## src/rtl/mac_mgnt_master.sv

```systemverilog
// rtl/mac_mgnt_master.sv - host-side initiator fanning byte-register reads/writes out to per-port MAC management
// Reads of 1-4 consecutive bytes are gathered little-endian into one 32-bit completion.
module mac_mgnt_master #(
  parameter int NUM_PORTS = 4,
  parameter int PORT_W    = 2,
  parameter int TIMEOUT   = 255
) (
  input  logic                   clk,
  input  logic                   rstn_sys,
  input  logic                   cmd_valid,
  output logic                   cmd_ready,
  input  logic                   cmd_wr,
  input  logic [PORT_W-1:0]      cmd_port,
  input  logic [7:0]             cmd_addr,
  input  logic [1:0]             cmd_len,
  output logic                   rsp_valid,
  output logic [31:0]            rsp_data,
  output logic                   rsp_err,
  output logic [NUM_PORTS-1:0]   sys_req_valid,
  output logic                   sys_req_wr,
  output logic [7:0]             sys_req_addr,
  input  logic [NUM_PORTS-1:0]   sys_resp_valid,
  input  logic [NUM_PORTS*8-1:0] sys_resp_data
);

  localparam int CNT_W = $clog2(TIMEOUT);
  localparam logic [CNT_W-1:0] CNT_LAST = CNT_W'(TIMEOUT - 1);

  typedef enum logic [1:0] {S_IDLE, S_REQ, S_WAIT, S_DONE} state_t;

  state_t              r_state;
  state_t              w_next;
  logic                r_wr;
  logic [PORT_W-1:0]   r_port;
  logic [1:0]          r_len;
  logic [1:0]          r_idx;
  logic [CNT_W-1:0]    r_cnt;
  logic [31:0]         r_asm;
  logic [31:0]         r_rsp_hold;
  logic                r_err;
  logic                r_req_wr;
  logic [7:0]          r_req_addr;

  logic                w_accept;
  logic                w_cmd_port_ok;
  logic                w_resp_hit;
  logic [7:0]          w_resp_byte;
  logic [NUM_PORTS-1:0] w_port_hot;
  logic                w_last;
  logic                w_tmo;

  assign w_accept = cmd_valid && (r_state == S_IDLE);
  assign w_last   = (r_idx == r_len);
  assign w_tmo    = (r_cnt == CNT_LAST);

  // Port decode: only the latched target port's strobe and byte are ever looked at.
  always_comb begin
    w_cmd_port_ok = 1'b0;
    w_resp_hit    = 1'b0;
    w_resp_byte   = 8'h00;
    w_port_hot    = '0;
    for (int p = 0; p < NUM_PORTS; p++) begin
      if (32'(cmd_port) == p) begin
        w_cmd_port_ok = 1'b1;
      end
      if (32'(r_port) == p) begin
        w_port_hot[p] = 1'b1;
        w_resp_hit    = sys_resp_valid[p];
        w_resp_byte   = sys_resp_data[p*8 +: 8];
      end
    end
  end

  always_ff @(posedge clk or negedge rstn_sys) begin
    if (!rstn_sys) begin
      r_state <= S_IDLE;
    end else begin
      r_state <= w_next;
    end
  end

  always_comb begin
    w_next = r_state;
    case (r_state)
      S_IDLE: begin
        if (w_accept) begin
          w_next = w_cmd_port_ok ? S_REQ : S_DONE;
        end
      end
      S_REQ: begin
        w_next = r_wr ? S_DONE : S_WAIT;
      end
      S_WAIT: begin
        // A byte landing on the timeout cycle still counts as a good response.
        if (w_resp_hit) begin
          w_next = w_last ? S_DONE : S_REQ;
        end else if (w_tmo) begin
          w_next = S_DONE;
        end
      end
      S_DONE: begin
        w_next = S_IDLE;
      end
      default: begin
        w_next = S_IDLE;
      end
    endcase
  end

  always_comb begin
    cmd_ready     = (r_state == S_IDLE);
    rsp_valid     = (r_state == S_DONE);
    rsp_err       = (r_state == S_DONE) && r_err;
    rsp_data      = (r_state == S_DONE) ? r_asm : r_rsp_hold;
    sys_req_valid = (r_state == S_REQ) ? w_port_hot : '0;
    sys_req_wr    = r_req_wr;
    sys_req_addr  = r_req_addr;
  end

  always_ff @(posedge clk or negedge rstn_sys) begin
    if (!rstn_sys) begin
      r_wr       <= 1'b0;
      r_port     <= '0;
      r_len      <= 2'd0;
      r_idx      <= 2'd0;
      r_cnt      <= '0;
      r_asm      <= 32'h0;
      r_rsp_hold <= 32'h0;
      r_err      <= 1'b0;
      r_req_wr   <= 1'b0;
      r_req_addr <= 8'h00;
    end else begin
      case (r_state)
        S_IDLE: begin
          if (w_accept) begin
            r_wr  <= cmd_wr;
            r_port <= cmd_port;
            r_len <= cmd_len;
            r_idx <= 2'd0;
            r_asm <= 32'h0;
            r_err <= !w_cmd_port_ok;
            // Bad-port commands never reach the bus, so its address/wr lines keep their old value.
            if (w_cmd_port_ok) begin
              r_req_wr   <= cmd_wr;
              r_req_addr <= cmd_addr;
            end
          end
        end
        S_REQ: begin
          r_cnt <= '0;
        end
        S_WAIT: begin
          if (w_resp_hit) begin
            r_asm[{r_idx, 3'b000} +: 8] <= w_resp_byte;
            if (!w_last) begin
              r_idx      <= r_idx + 2'd1;
              r_req_addr <= r_req_addr + 8'd1;
            end
          end else if (w_tmo) begin
            r_err <= 1'b1;
          end else begin
            r_cnt <= r_cnt + CNT_W'(1);
          end
        end
        S_DONE: begin
          r_rsp_hold <= r_asm;
        end
        default: begin
          r_idx <= 2'd0;
        end
      endcase
    end
  end

endmodule

```

## config.mk

```make
export PLATFORM = sky130hd
export DESIGN_NAME = mac_mgnt_master
export DESIGN_NICKNAME = d
export VERILOG_FILES = /design/src/rtl/mac_mgnt_master.sv
export SDC_FILE = /design/constraint.sdc
export NUM_CORES = 1
export LEC_CHECK = 0
export ABC_AREA = 1
export BUFFER_PORTS_ARGS = -buffer_cell sky130_fd_sc_hd__buf_4
export CORE_UTILIZATION = 50
export CTS_CLUSTER_SIZE = 24
export DETAILED_ROUTE_END_ITERATION = 8
export GPL_ROUTABILITY_DRIVEN = 1
export PLACE_DENSITY_LB_ADDON = 0.15
export SKIP_CTS_REPAIR_TIMING = 1
export SLEW_MARGIN = 10
export SYNTH_ARGS = -nofsm -noshare
export SYNTH_HDL_FRONTEND = slang
export SYNTH_SLANG_ARGS = --single-unit
export TNS_END_PERCENT = 30
```

## constraint.sdc

```tcl
create_clock -name clk -period 1.8 [get_ports clk]
set_input_delay 0.18 -clock clk [delete_from_list [all_inputs] [get_ports clk]]
set_output_delay 0.18 -clock clk [all_outputs]
set_load 0.01 [all_outputs]
```

==> out/metrics.json <==
{
  "run_status": {
    "run_status": "finished clean"
  },
  "synthesis": {
    "syn-instance-count": 615,
    "synth_top_area_frac": 0.480,
    "post_synth.cell_area_avg_um2": 7.71,
    "synth_warnings": 0,
    "synth_top_flop_cell": "dfrtp_1",
    "synth_area_mm2": 0.00474,
    "synth-seq-cells": 91,
    "cell_variety_after_synth": 39,
    "synthDominantAreaCellType": "dfrtp_1",
    "synth.net_count": 674,
    "async_reset_ff_frac": 1.00,
    "seq_area_frac_synth": 0.480,
    "post_synth_main_area_contributors": "dfrtp_1, nand2_1, nand3_1",
    "synth-edff-count": 0
  },
  "min_path": {
    "min_delay_worst_endpoint": "r_len[0]",
    "holdCritStartpoint": "cmd_len[0]",
    "timing.hold.worst_path_depth": 3,
    "min_path_type": "in2reg"
  },
  "layout": {
    "syn_to_final_growth_pct": 23.8,
    "mostFrequentLayoutCell": "nand2_1",
    "nNetsFinal": 782,
    "layout-drive-gt1-share": 0.235,
    "layout_common_cells": "nand2_1, buf_4, dfrtp_1",
    "diode_insertion_count_for_antenna_repair": 0,
    "final_core_utilization": 0.638,
    "nFillCells": 841
  },
  "sta": {
    "totalNegativeSetupSlack_ps": 0,
    "timing.fmax_mhz": 594,
    "period_minus_slack_ps": 1680,
    "final_slew_violations": 0,
    "worst_pin_slew_ps": 475,
    "slew-limit-headroom": 0.683,
    "final_hold_viol_count": 0,
    "timing.clock.skew_ps": 4.95,
    "setup-violations-final": 0,
    "post-route-period-util": 0.936,
    "setup_repair_after_global_routing_missed_its_margin": "yes"
  },
  "critical_path": {
    "setup.worst_path.start_class": "flop",
    "cpMostUsedCell": "nand2_1",
    "end_kind": "output port",
    "timing.critical_path.cells": "nand2_1 -> inv_2 -> buf_8 -> nand2_1 -> nand2_1 -> buf_4",
    "worst-path-max-fanout": 21,
    "r2r_start": "r_idx[0]",
    "timing.critical_path.required_ps": 1620,
    "critPathMaxStageDelay_ps": 450,
    "worst-r2r-cell-count": 6,
    "crit_buf_inv": 3,
    "critical-path-slowest-cell": "dfrtp_2",
    "worst_ep_arrival_time_ps": 1500,
    "critical-path-top-delay-family": "flip-flops",
    "r2r_setup_slack_ps": 150,
    "worstSetupPathType": "reg2out",
    "r2r_end": "r_asm[23]"
  },
  "pwr": {
    "leakagePower_nw": 3.21,
    "max-vdd-ir-drop_uv": 749,
    "p_per_area_mw_per_mm2": 1360
  },
  "clock_tree": {
    "cts_made_buffers": 9,
    "clock_slew_at_reported_path_ffs_ps": 80,
    "clock_latency_of_the_later_clocked_register_in_the_worst_skew_pair_ps": 360,
    "clockRootBuffer": "clkbuf_8",
    "cts_max_level": 3,
    "tritoncts": "done",
    "clk_path_buf_depth": 2,
    "clock-sinks": 91
  },
  "global_route": {
    "largest_net_degree_at_the_start_of_global_routing": 92,
    "grt_first_pass_wirelength_um": 19300,
    "grt_antenna_before_repair": 0,
    "overflow": 0,
    "grt_pass1_vias": 4216,
    "grt_use_total": 0.246
  },
  "routing": {
    "avgRoutedWirePerCell_um": 13.5,
    "detailedRoute.firstPassIterationCount": 7,
    "postRouteAntennaNets": 0,
    "drt_drc_violations_left": 0,
    "initialDrtViolationCount": 209,
    "via_per_inst": 5.13,
    "overall_routed_net_length_um": 11300,
    "dr_total_vias": 4301
  },
  "floorplan": {
    "fp.dieArea_mm2": 0.00988,
    "starting_density_of_the_core": 0.516,
    "core_region_area_mm2": 0.00920,
    "floorplan.die.width_um": 99.4,
    "die_h_um": 99.4,
    "placement_rows": 35,
    "ios": 100
  },
  "placement": {
    "buffer_ports.inserted": 99,
    "finalWeightedCongestion": 0.895,
    "place_hpwl_um": 8430
  },
  "flow_run": {
    "count_of_max_cap_constraint_violations": 0
  }
}
-- final cells by class --
type                            instances  area (µm²)  area share
Clock buffer                            9         124      0.0211
Clock inverter                          6        66.3      0.0113
Inverter                               37         145      0.0247
Multi-Input combinational cell        470        2220       0.378
Sequential cell                        91        2280       0.389
Tap cell                              111         139      0.0237
Timing Repair Buffer                  114         895       0.152
-- worst register-to-register path, stage by stage, from the launching register on --
cell	delay, ps
dfrtp_1	350
inv_1	80
ha_1	370
nand2_1	150
nor2_2	300
nand3_1	160
o21ai_1	150
-- synthesized netlist by cell type (all sizes together) (3+ instances only) --
cell type / number
nand2: 300
dfrtp: 91
nor2: 47
nand3: 45
inv: 36
o21ai: 28
buf: 11
nand4: 11
ha: 7
nor3: 7
clkbuf: 6
xor2: 6
or2: 5
a21oi: 3
-- stage by stage --
step / hold WS (ps) / power (W) / cells / instance area (µm²) / setup slack, ps
2_1_floorplan: -116 / 0.00541 / 615 / 4740 / 11.4
3_5_place_dp: 263 / 0.00658 / 821 / 5620 / 143
6_report: 19.8 / 0.00799 / 838 / 5870 / 115
5_1_grt: 19.9 / 0.00859 / 838 / 5870 / -5.77
4_1_cts: -137 / 0.00794 / 836 / 5810 / -17.0
3_3_place_gp: 252 / 0.00648 / 821 / 5620 / 190
-- kinds of logic after synthesis --
| group | Yosys count | share of synthesized area |
|---|---|---|
| and+or+nand+nor | 418 | 0.379 |
| DFF | 91 | 0.480 |
| buffers and inverters | 54 | 0.0538 |
| AOI/OAI and AO/OA | 36 | 0.0512 |
| xor gates and xnor gates | 7 | 0.0129 |
| adders and majority gates | 7 | 0.0185 |
| muxes | 2 | 0.00422 |
-- worst max path at each step --
stage / end / startpoint / slack (ps) / depth (start not counted)
global route: r_asm[18] / r_port[1] / -6 / 8
detailed placement: r_asm[18] / r_port[0] / 140 / 8
finish: rsp_data[30] / r_state[0] / 120 / 6
CTS: rsp_data[23] / r_state[0] / -20 / 5
floorplan: r_asm[4] / r_idx[0] / 10 / 6
global placement: r_cnt[0] / r_port[0] / 190 / 7
-- per-layer routing --
layer  wire (µm)  global-route usage  part of all wire  vias up
met5           0                   0                 0        -
li1            -                   -                 -     2146
met4         183              0.0781             0.016        0
met3         476              0.0457             0.042       20
met1        4820               0.305              0.43     2029
met2        5820               0.434              0.51      106
-- where the power goes --
part           leakage, nW  switching (W)  internal (W)
sequential            1.24       0.000341       0.00240
combinational         1.88        0.00252       0.00137
clock               0.0877       0.000717      0.000636
total                 3.21        0.00358       0.00441
-- registers in the layout (all words and copies together), names as in the netlist --
signal,count
r_wr,1
sys_req_wr,1
r_asm,32
r_cnt,8
r_idx,2
r_port,2
r_len,2
sys_req_addr,8
r_err,1
r_state,2
r_rsp_hold,32
Note: power is estimated with default switching activity, not from simulation.
